==> src/rtl/eq_pwm_feeder_pkg.sv <==
// Shared constants for the equalizer-to-PWM feeder: level format, clip limits, FSM encoding.
// Latency: n/a (package only).
// Backpressure: n/a (package only).
package eq_pwm_feeder_pkg;

    // Output level: unsigned, offset-binary around midscale (silence).
    localparam int                 LEVEL_W  = 20;
    localparam logic [LEVEL_W-1:0] MIDSCALE = 20'h80000;

    // Signed 20-bit clip window applied after the mix is scaled down.
    localparam logic signed [31:0] SAT_MAX  = 32'sd524287;
    localparam logic signed [31:0] SAT_MIN  = -32'sd524288;

    // Mixer FSM encoding.
    localparam logic [1:0] ST_IDLE = 2'd0;
    localparam logic [1:0] ST_MAC  = 2'd1;
    localparam logic [1:0] ST_SAT  = 2'd2;
    localparam logic [1:0] ST_PUSH = 2'd3;

endpackage

==> src/rtl/eq_sample_fifo.sv <==
// Small level buffer between the mixer and the PWM frame pop; show-ahead read data.
// Latency: a push is visible on data/empty the cycle after it is written.
// Backpressure: push ignored when full, pop ignored when empty; push+pop together both apply.
//
// Ports: clk, reset (sync, active-high); push/push_data write side;
//        pop/data read side; full, empty status.
module eq_sample_fifo #(
    parameter int DEPTH = 4,
    parameter int W     = 20
) (
    input  logic         clk,
    input  logic         reset,
    input  logic         push,
    input  logic [W-1:0] push_data,
    input  logic         pop,
    output logic [W-1:0] data,
    output logic         full,
    output logic         empty
);

    localparam int AW = $clog2(DEPTH);

    logic [W-1:0]  mem [DEPTH];
    logic [AW-1:0] wr_ptr;
    logic [AW-1:0] rd_ptr;
    logic [AW:0]   count;
    logic          do_push;
    logic          do_pop;

    assign do_push = push && !full;
    assign do_pop  = pop && !empty;

    always_ff @(posedge clk) begin
        if (reset) begin
            wr_ptr <= '0;
            rd_ptr <= '0;
            count  <= '0;
        end else begin
            if (do_push) wr_ptr <= wr_ptr + AW'(1);
            if (do_pop)  rd_ptr <= rd_ptr + AW'(1);
            case ({do_push, do_pop})
                2'b10:   count <= count + (AW+1)'(1);
                2'b01:   count <= count - (AW+1)'(1);
                default: count <= count;
            endcase
        end
    end

    // Storage carries no reset; occupancy alone decides what is valid.
    always_ff @(posedge clk) begin
        if (do_push) mem[wr_ptr] <= push_data;
    end

    assign data  = mem[rd_ptr];
    assign full  = (count == (AW+1)'(DEPTH));
    assign empty = (count == '0);

endmodule

==> src/rtl/eq_pwm_feeder.sv <==
// Mixes three gained equalizer bands into one PWM level and hands one level per PWM frame.
// Latency: transfer -> FIFO entry 5 cycles; FIFO -> pwm_data at the next frame boundary.
// Backpressure: in_ready low while a mix is in flight or the level FIFO is full.
//
// Ports: clk, reset (sync, active-high); band0..2 signed samples, gain0..2 Q2.2 gains,
//        in_valid/in_ready handshake; pwm_data/pwm_ready level output;
//        sat_flag, underrun_flag sticky status cleared by flag_clr.
module eq_pwm_feeder
    import eq_pwm_feeder_pkg::*;
#(
    parameter int N           = 25,
    parameter int W_IN        = 24,
    parameter int PERIOD_LOG2 = 20,
    parameter int FIFO_DEPTH  = 4
) (
    input  logic                   clk,
    input  logic                   reset,
    input  logic signed [W_IN-1:0] band0,
    input  logic signed [W_IN-1:0] band1,
    input  logic signed [W_IN-1:0] band2,
    input  logic [3:0]             gain0,
    input  logic [3:0]             gain1,
    input  logic [3:0]             gain2,
    input  logic                   in_valid,
    output logic                   in_ready,
    output logic [N-1:0]           pwm_data,
    output logic                   pwm_ready,
    output logic                   sat_flag,
    output logic                   underrun_flag,
    input  logic                   flag_clr
);

    // Three products of W_IN+4 bits each fit comfortably in W_IN+6.
    localparam int ACC_W = W_IN + 6;

    logic [1:0]               state;
    logic [1:0]               band_idx;
    logic signed [W_IN-1:0]   band_q [3];
    logic [3:0]               gain_q [3];
    logic signed [ACC_W-1:0]  acc;
    logic signed [W_IN-1:0]   mac_band;
    logic [3:0]               mac_gain;
    logic signed [W_IN+4:0]   mac_prod;
    logic signed [31:0]       shifted;
    logic [LEVEL_W-1:0]       clipped;
    logic                     clip_hit;
    logic [LEVEL_W-1:0]       level;
    logic [LEVEL_W-1:0]       level_q;
    logic                     transfer;

    logic [LEVEL_W-1:0]       fifo_data;
    logic                     fifo_full;
    logic                     fifo_empty;
    logic                     fifo_push;
    logic                     fifo_pop;

    logic [PERIOD_LOG2-1:0]   frame_cnt;
    logic                     boundary;
    logic [LEVEL_W-1:0]       pwm_level;

    // Gated by reset so the block advertises nothing while held in reset.
    assign in_ready = !reset && (state == ST_IDLE) && !fifo_full;
    assign transfer = in_valid && in_ready;

    always_ff @(posedge clk) begin
        if (transfer) begin
            band_q[0] <= band0;
            band_q[1] <= band1;
            band_q[2] <= band2;
            gain_q[0] <= gain0;
            gain_q[1] <= gain1;
            gain_q[2] <= gain2;
        end
    end

    // One band per MAC cycle through a single multiplier.
    always_comb begin
        mac_band = band_q[0];
        mac_gain = gain_q[0];
        case (band_idx)
            2'd1: begin
                mac_band = band_q[1];
                mac_gain = gain_q[1];
            end
            2'd2: begin
                mac_band = band_q[2];
                mac_gain = gain_q[2];
            end
            default: ;
        endcase
    end

    // Gain is unsigned; a zero MSB keeps the signed multiply correct.
    assign mac_prod = mac_band * $signed({1'b0, mac_gain});

    // Drop the Q2.2 fraction plus the extra headroom, then clip to 20 bits.
    assign shifted = 32'(acc) >>> 6;

    always_comb begin
        clip_hit = 1'b0;
        clipped  = LEVEL_W'(shifted);
        if (shifted > SAT_MAX) begin
            clipped  = LEVEL_W'(SAT_MAX);
            clip_hit = 1'b1;
        end else if (shifted < SAT_MIN) begin
            clipped  = LEVEL_W'(SAT_MIN);
            clip_hit = 1'b1;
        end
    end

    // Signed-to-offset-binary conversion.
    assign level = clipped + MIDSCALE;

    always_ff @(posedge clk) begin
        if (reset) begin
            state    <= ST_IDLE;
            band_idx <= '0;
            acc      <= '0;
            level_q  <= MIDSCALE;
        end else begin
            case (state)
                ST_IDLE: begin
                    if (transfer) begin
                        state    <= ST_MAC;
                        band_idx <= '0;
                        acc      <= '0;
                    end
                end
                ST_MAC: begin
                    acc      <= acc + ACC_W'(mac_prod);
                    band_idx <= band_idx + 2'd1;
                    if (band_idx == 2'd2) state <= ST_SAT;
                end
                ST_SAT: begin
                    level_q <= level;
                    state   <= ST_PUSH;
                end
                ST_PUSH: state <= ST_IDLE;
                default: state <= ST_IDLE;
            endcase
        end
    end

    assign fifo_push = (state == ST_PUSH);

    eq_sample_fifo #(
        .DEPTH (FIFO_DEPTH),
        .W     (LEVEL_W)
    ) u_fifo (
        .clk       (clk),
        .reset     (reset),
        .push      (fifo_push),
        .push_data (level_q),
        .pop       (fifo_pop),
        .data      (fifo_data),
        .full      (fifo_full),
        .empty     (fifo_empty)
    );

    // Frame counter wraps naturally at 2^PERIOD_LOG2.
    always_ff @(posedge clk) begin
        if (reset) frame_cnt <= '0;
        else       frame_cnt <= frame_cnt + PERIOD_LOG2'(1);
    end

    assign boundary = (frame_cnt == '1);
    assign fifo_pop = boundary && !fifo_empty;

    always_ff @(posedge clk) begin
        if (reset) begin
            pwm_level <= MIDSCALE;
            pwm_ready <= 1'b0;
        end else begin
            pwm_ready <= fifo_pop;
            if (fifo_pop) pwm_level <= fifo_data;
        end
    end

    // Set beats clear when both land on the same cycle.
    always_ff @(posedge clk) begin
        if (reset) begin
            sat_flag      <= 1'b0;
            underrun_flag <= 1'b0;
        end else begin
            if (state == ST_SAT && clip_hit) sat_flag <= 1'b1;
            else if (flag_clr)               sat_flag <= 1'b0;
            if (boundary && fifo_empty)      underrun_flag <= 1'b1;
            else if (flag_clr)               underrun_flag <= 1'b0;
        end
    end

    assign pwm_data = {{(N-LEVEL_W){1'b0}}, pwm_level};

endmodule

==> config.mk <==
export PLATFORM = sky130hd
export DESIGN_NAME = eq_pwm_feeder
export DESIGN_NICKNAME = d
export VERILOG_FILES = /design/src/rtl/eq_pwm_feeder_pkg.sv /design/src/rtl/eq_sample_fifo.sv /design/src/rtl/eq_pwm_feeder.sv
export SDC_FILE = /design/constraint.sdc
export NUM_CORES = 1
export LEC_CHECK = 0
export ABC_AREA = 1
export CAP_MARGIN = 40
export CELL_PAD_IN_SITES_DETAIL_PLACEMENT = 1
export CELL_PAD_IN_SITES_GLOBAL_PLACEMENT = 1
export CORE_MARGIN = 4
export CORE_UTILIZATION = 35
export DETAILED_ROUTE_END_ITERATION = 8
export GPL_TIMING_DRIVEN = 0
export PLACE_DENSITY = 0.75
export RECOVER_POWER = 25
export SETUP_SLACK_MARGIN = 0.3
export SLEW_MARGIN = 20
export SYNTH_ARGS = -nofsm -noshare
export SYNTH_HDL_FRONTEND = slang
export SYNTH_SLANG_ARGS = --single-unit
==> constraint.sdc <==
create_clock -name clk -period 4.9 [get_ports clk]
set_clock_uncertainty 0.2 [all_clocks]
set_input_delay 0.735 -clock clk [delete_from_list [all_inputs] [get_ports clk]]
set_output_delay 0.735 -clock clk [all_outputs]
set_load 0.01 [all_outputs]
=== After elaboration in Yosys (flattened, before gate mapping) ===
Memory sizes are Yosys's and may differ from the RTL's. A register that Yosys moved wholly into a read port is not among the register bits.
Cells that the tools add are included.

* Bits in registers: 84
* Latch bits: 0
* RAM bits: 164
* Bits in read-only memories: 0
* Input port bits: 88
* Output and inout port bits: 29
* Logic and storage cells: 76
* Memories: 3

* Add/sub/neg operators: 8
* $mul: 1
* Divide/modulo/power cells: 0
* Order comparisons: 2
* Equality and inequality tests: 11
* Shift-type cells: 0
* Mux-type cells: 21
* Bitwise logic cells: 0
* Reductions and logical operators: 19

{| class="wikitable"
|+ Memory list
! name !! depth !! width !! rd ports !! clocked after memory_dff !! wr ports !! RTL line !! RTL
|-
| u_fifo.mem || 4 || 20 || 1 || 1 || 1 || eq_sample_fifo.sv:23 || <nowiki>logic [W-1:0] mem [DEPTH];</nowiki>
|-
| band_q || 3 || 24 || 3 || 0 || 3 || eq_pwm_feeder.sv:38 || <nowiki>logic signed [W_IN-1:0] band_q [3];</nowiki>
|-
| gain_q || 3 || 4 || 3 || 0 || 3 || eq_pwm_feeder.sv:39 || <nowiki>logic [3:0] gain_q [3];</nowiki>
|}

{| class="wikitable"
|+ Operator list
! cell !! count
|-
| 30-bit case mux with 2 select lines || 1
|-
| 24-bit case mux with 2 select lines || 1
|-
| 20-bit 2-to-1 mux || 2
|-
| 30-bit by 29-bit adder with 30-bit output || 1
|-
| 30-bit 2-to-1 mux || 1
|-
| 24-bit by 5-bit multiplier with 29-bit output || 1
|-
| 24-bit by 20-bit greater-than comparator with 1-bit output (second input constant) || 1
|-
| 24-bit by 20-bit less-than comparator with 1-bit output (second input constant) || 1
|-
| 20-bit by 1-bit adder with 20-bit output (second input constant) || 1
|-
| 20-bit adder (second input constant) || 1
|-
| 20-bit == test (second input constant) || 1
|-
| 1-bit 2-to-1 mux || 9
|-
| 2-bit == test (second input constant) || 4
|-
| 1-bit logical AND || 8
|-
| 2-bit case mux with 4 select lines || 1
|-
| 4-bit case mux with 2 select lines || 1
|-
| 2-bit nonzero test || 4
|-
| 2-bit by 1-bit adder with 2-bit output (second input constant) || 3
|-
| 2-bit by 1-bit == test with 1-bit output (second input constant) || 3
|-
| 2-bit 2-to-1 mux || 3
|-
| 3-bit case mux with 2 select lines || 1
|-
| 2-bit != test (second input constant) || 2
|-
| 2-bit case mux with 2 select lines || 1
|-
| 2-bit AND reduction || 2
|-
| 6 further kinds || 8
|}

=== Depth between registers and ports, before layout ===
* Word-level depth: 6
* Depth in mapped cells: 25
* Gate-level depth less buffers: 24

=== Cells and area by module ===
Synthesis repeated with hierarchy kept, for this count alone.

* Cell total of the unflattened synthesis: 1697
* Area, all modules: 15315.9 sq um

{| class="wikitable"
|+ Modules (own cells, without submodules)
! module !! instances !! cells an instance !! area each (sq um)
|-
| eq_pwm_feeder || 1 || 1433 || 11876.4
|-
| eq_sample_fifo || 1 || 264 || 3439.5
|}

=== Least setup slack after synthesis ===
No wires, ideal clock.

* Path kind: flip-flop to flip-flop
* Start: reg band_idx[0]
* End: reg acc[15]
* Setup time: 132 ps
* Arrival: 4392 ps
* Required time: 4568 ps
* Slack: 176 ps
* Stages on the path, launching flop included: 23
* Buffers on the path: 2
* Path through: dfxtp_1 inv_1 ha_1 clkbuf_1 clkbuf_1 a221o_1 o21ai_0 nor2_1 fa_1 inv_1 fa_1 fa_1 inv_1 ha_1 nand2_1 nand3_1 nand2_1 nand2_1 nand2_1 nand3_1 or2_2 nand3_1 a21oi_1

* Longest elaborated chain between the ends: 5

{| class="wikitable"
|+ RTL lines
! element !! RTL line !! RTL
|-
| from (decl) || eq_pwm_feeder.sv:37 || <nowiki>logic [1:0] band_idx;</nowiki>
|-
| from (signal assigned) || eq_pwm_feeder.sv:131 || <nowiki>band_idx <= band_idx + 2'd1;</nowiki>
|-
| 2-bit == test / 2-bit by 1-bit == test with 1-bit output (equally long branches) || eq_pwm_feeder.sv:80 || <nowiki>case (band_idx)</nowiki>
|-
| 24-bit case mux with 2 select lines / 4-bit case mux with 2 select lines (equally long branches) || eq_pwm_feeder.sv:80 ||
|-
| 24-bit by 5-bit multiplier with 29-bit output * || eq_pwm_feeder.sv:94 || <nowiki>assign mac_prod = mac_band * $signed({1'b0, mac_gain});</nowiki>
|-
| 30-bit by 29-bit adder with 30-bit output * || eq_pwm_feeder.sv:130 || <nowiki>acc <= acc + ACC_W'(mac_prod);</nowiki>
|-
| 30-bit case mux with 2 select lines * || eq_pwm_feeder.sv:121 || <nowiki>case (state)</nowiki>
|-
| to (signal assigned) || eq_pwm_feeder.sv:130 ||
|-
| to (decl) || eq_pwm_feeder.sv:40 || <nowiki>logic signed [ACC_W-1:0] acc;</nowiki>
|}

Every way passes the cells marked *; elsewhere a longest branch is shown, timed or not.
A chain may end at the register's enable or synchronous reset.

=== Worst setup path after layout ===
* Start: reg band_idx[0]
* End: reg acc[18]

The elaborated chain is that of the path after synthesis.

==> metrics <==
PnR worst setup slack=-0.204 ns; global route total overflow=0; crit path kind=flop to flop; CP Data Required Time=approximately 5.1 ns; dominant cell type by area after synthesis=edfxtp_1; Synth top cells by count=nand2_1 (294), inv_1 (277), nor2_1 (200); share of cells above drive strength 1=22.4%; IO Count=approximately 120; DRC Markers=0; Yosys warnings=0; Yosys top cell area share=32.4%; Slew @ Worst Pin=~0.86 ns; routed wire length=around 53000 um; Avg Inst Size Synth=~9.0 sq um; failing checks=setup timing; Post-DP Area=approximately 17000 sq um; Longest Clk Path Bufs=3; Post-synth EDFFs=between 150 and 200; critical path endpoint category=flop; drt pass-1 iters=5; antenna viol nets, final=0; MaxCap Viol Count=0; Initial Util=35.4%; RSZ-0062 raised after global routing=yes; async set or reset register ratio after synthesis=0%; Core Util, Final=47.1%; worst hold path type=flop to flop; filler instances=4842; Seq/Total Area, Yosys=46.1%; hold-fix buffers at CTS=0; Layout area overhead=33.3%; minimum clock period=slightly above 5 ns; Synth cell types=46; Sequential cell area=~7000 sq um; core area=around 43000 sq um; final hold vios=0; Root Buffer=clkbuf_16; H-tree depth=1; global-route wire length before repair=roughly 75000 um; Clk pin slew, worst setup/hold paths=~0.070 ns; vias in the first global route=approximately 14k; Detailed Route Iter0 Violations=851; Avg WL per Cell=21.4 um; Die Y=between 200 and 250 um; outcome=complete, but fails checks; #FFs+latches synth=268; antenna violations before repair=2; dpl ws=-0.968 ns; count leader, synth=nand2_1; Final setup violation count=15; Final #Nets=roughly 2.1k; Placer Congestion=0.870; DP HPWL=35500 um; Die X=around 220 um; drt via density=between 5 and 6; Max Slew Vio Count=0; CP Launch Type=flop; data arrival time of the critical path=about 5.3 ns; die area=46800 sq um; synth top area cells=edfxtp_1 (32%), dfxtp_1 (14%), fa_1 (10%); FF-to-FF setup slack=-0.20 ns; GRT Overall Usage=about 20%; TritonCTS clock tree=done; ys flop type=edfxtp_1; Post-Syn Instances=1681; Syn Std Cell Area=about 15000 sq um; Relative slew margins=between 40 and 50%; Sinks on Clock Net=around 270; maximum number of pins on one net before global-route repair=between 50 and 60; fmax=roughly 0.2 GHz; crit path max fanout=10; design area=between 20000 and 25000 sq um; TritonCTS Buffers=29; Final Cycle Share=104%; cell row count=between 70 and 80; multi-input logic area=between 8000 and 9000 sq um; Skew-Pair Late Insertion Delay=~0.58 ns; I/O Buffers=110; hold_ws=between 0.2 and 0.25 ns; routed vias=~13k
metal layers:
layer	up-vias	wire, um	track usage (%)
met5	-	0	0
met4	0	2450	7.74
met3	165	2810	4.02
met2	413	27700	37.0
met1	6530	20500	23.9
li1	5918	-	-
stage by stage:
step | instances | setup TNS [ns]
after floorplan | 1685 | 0
after global placement | 2380 | -21.94
after detailed placement | 2388 | -18.43
after CTS | 2474 | 0
after global routing | 2498 | -3.69
final | 2499 | -1.33
worst max-delay path, cell delays in order, from the launching register on:
cell and delay [ns]:
dfxtp_2 0.36, inv_2 0.06, ha_4 0.30, inv_1 0.07, clkbuf_8 0.20, o21ai_4 0.25
buf_6 0.19, buf_6 0.19, nor2_1 0.09, ha_1 0.33, fa_1 0.61, inv_1 0.10
fa_1 0.56, inv_1 0.08, ha_4 0.26, nand2_1 0.09, nand2_1 0.12, a21oi_2 0.18
nand2_2 0.11, nor2_1 0.24, nand2_1 0.14, nand3_1 0.13, a21oi_1 0.07
state kept, by name (all words and copies together) (netlist names):
register	flops
pwm_ready	1
u_fifo.rd_ptr	2
u_fifo.mem	80
u_fifo.wr_ptr	2
frame_cnt	20
gain_q	12
state	2
u_fifo.count	3
underrun_flag	1
level_q	20
band_idx	2
band_q	72
sat_flag	1
pwm_level	20
acc	30
kinds of logic (layout without fill, tap and decap cells):
family	Yosys count	in the layout	share of synthesized area, %
simple gates	617	617	17.1
buf+inv	349	577	9.16
compound gates	284	284	10.6
flops	268	268	46.1
fa+ha+maj	152	152	16.4
xor+xnor	10	10	0.576
other cells	1	6	0.0247
area by class of cell:
cell class,instances,share of cell area (%)
buffer,65,2.46
sequential,268,34.6
timing repair buffer,174,8.64
antenna,1,0.0124
clock inverter,18,0.685
multi-input combinational,1068,40.9
inverter,284,5.34
tap,585,3.61
clock buffer,36,3.76
placed cells by master (no fill, tap or decap), types with 30 or more instances in the layout:
master / netlist / routed
o21ai_0: 105 / 75
nand2_1: 294 / 215
nor2_1: 200 / 172
ha_1: 73 / 45
fa_1: 79 / 78
nand2_2: 1 / 58
dfxtp_1: 104 / 102
buf_4: 5 / 50
clkdlybuf4s50_1: 0 / 81
clkbuf_1: 39 / 35
inv_1: 277 / 249
edfxtp_1: 164 / 164
a21oi_1: 116 / 88
nand4_1: 30 / 30
worst paths after layout:
kind                start           end  cells past startpoint
max           band_idx[0]       acc[18]                     22
min          frame_cnt[0]  frame_cnt[0]                      1
max reg2reg   band_idx[0]       acc[18]                     22
min reg2reg  frame_cnt[0]  frame_cnt[0]                      1
what timing repair did:
| action | CTS | global route |
|---|---|---|
| gates resized for setup | 275 | 159 |
| pin swaps | 76 | 86 |
| gates cloned | 4 | 0 |
| endpoints found under the hold margin | 0 | 0 |
| setup endpoints to repair | 27 | 25 |
| buffers inserted | 28 | 22 |
Power is left out: the tool's default activity adds up to more than one toggle a clock period on the data nets, which glitch-free logic cannot reach.
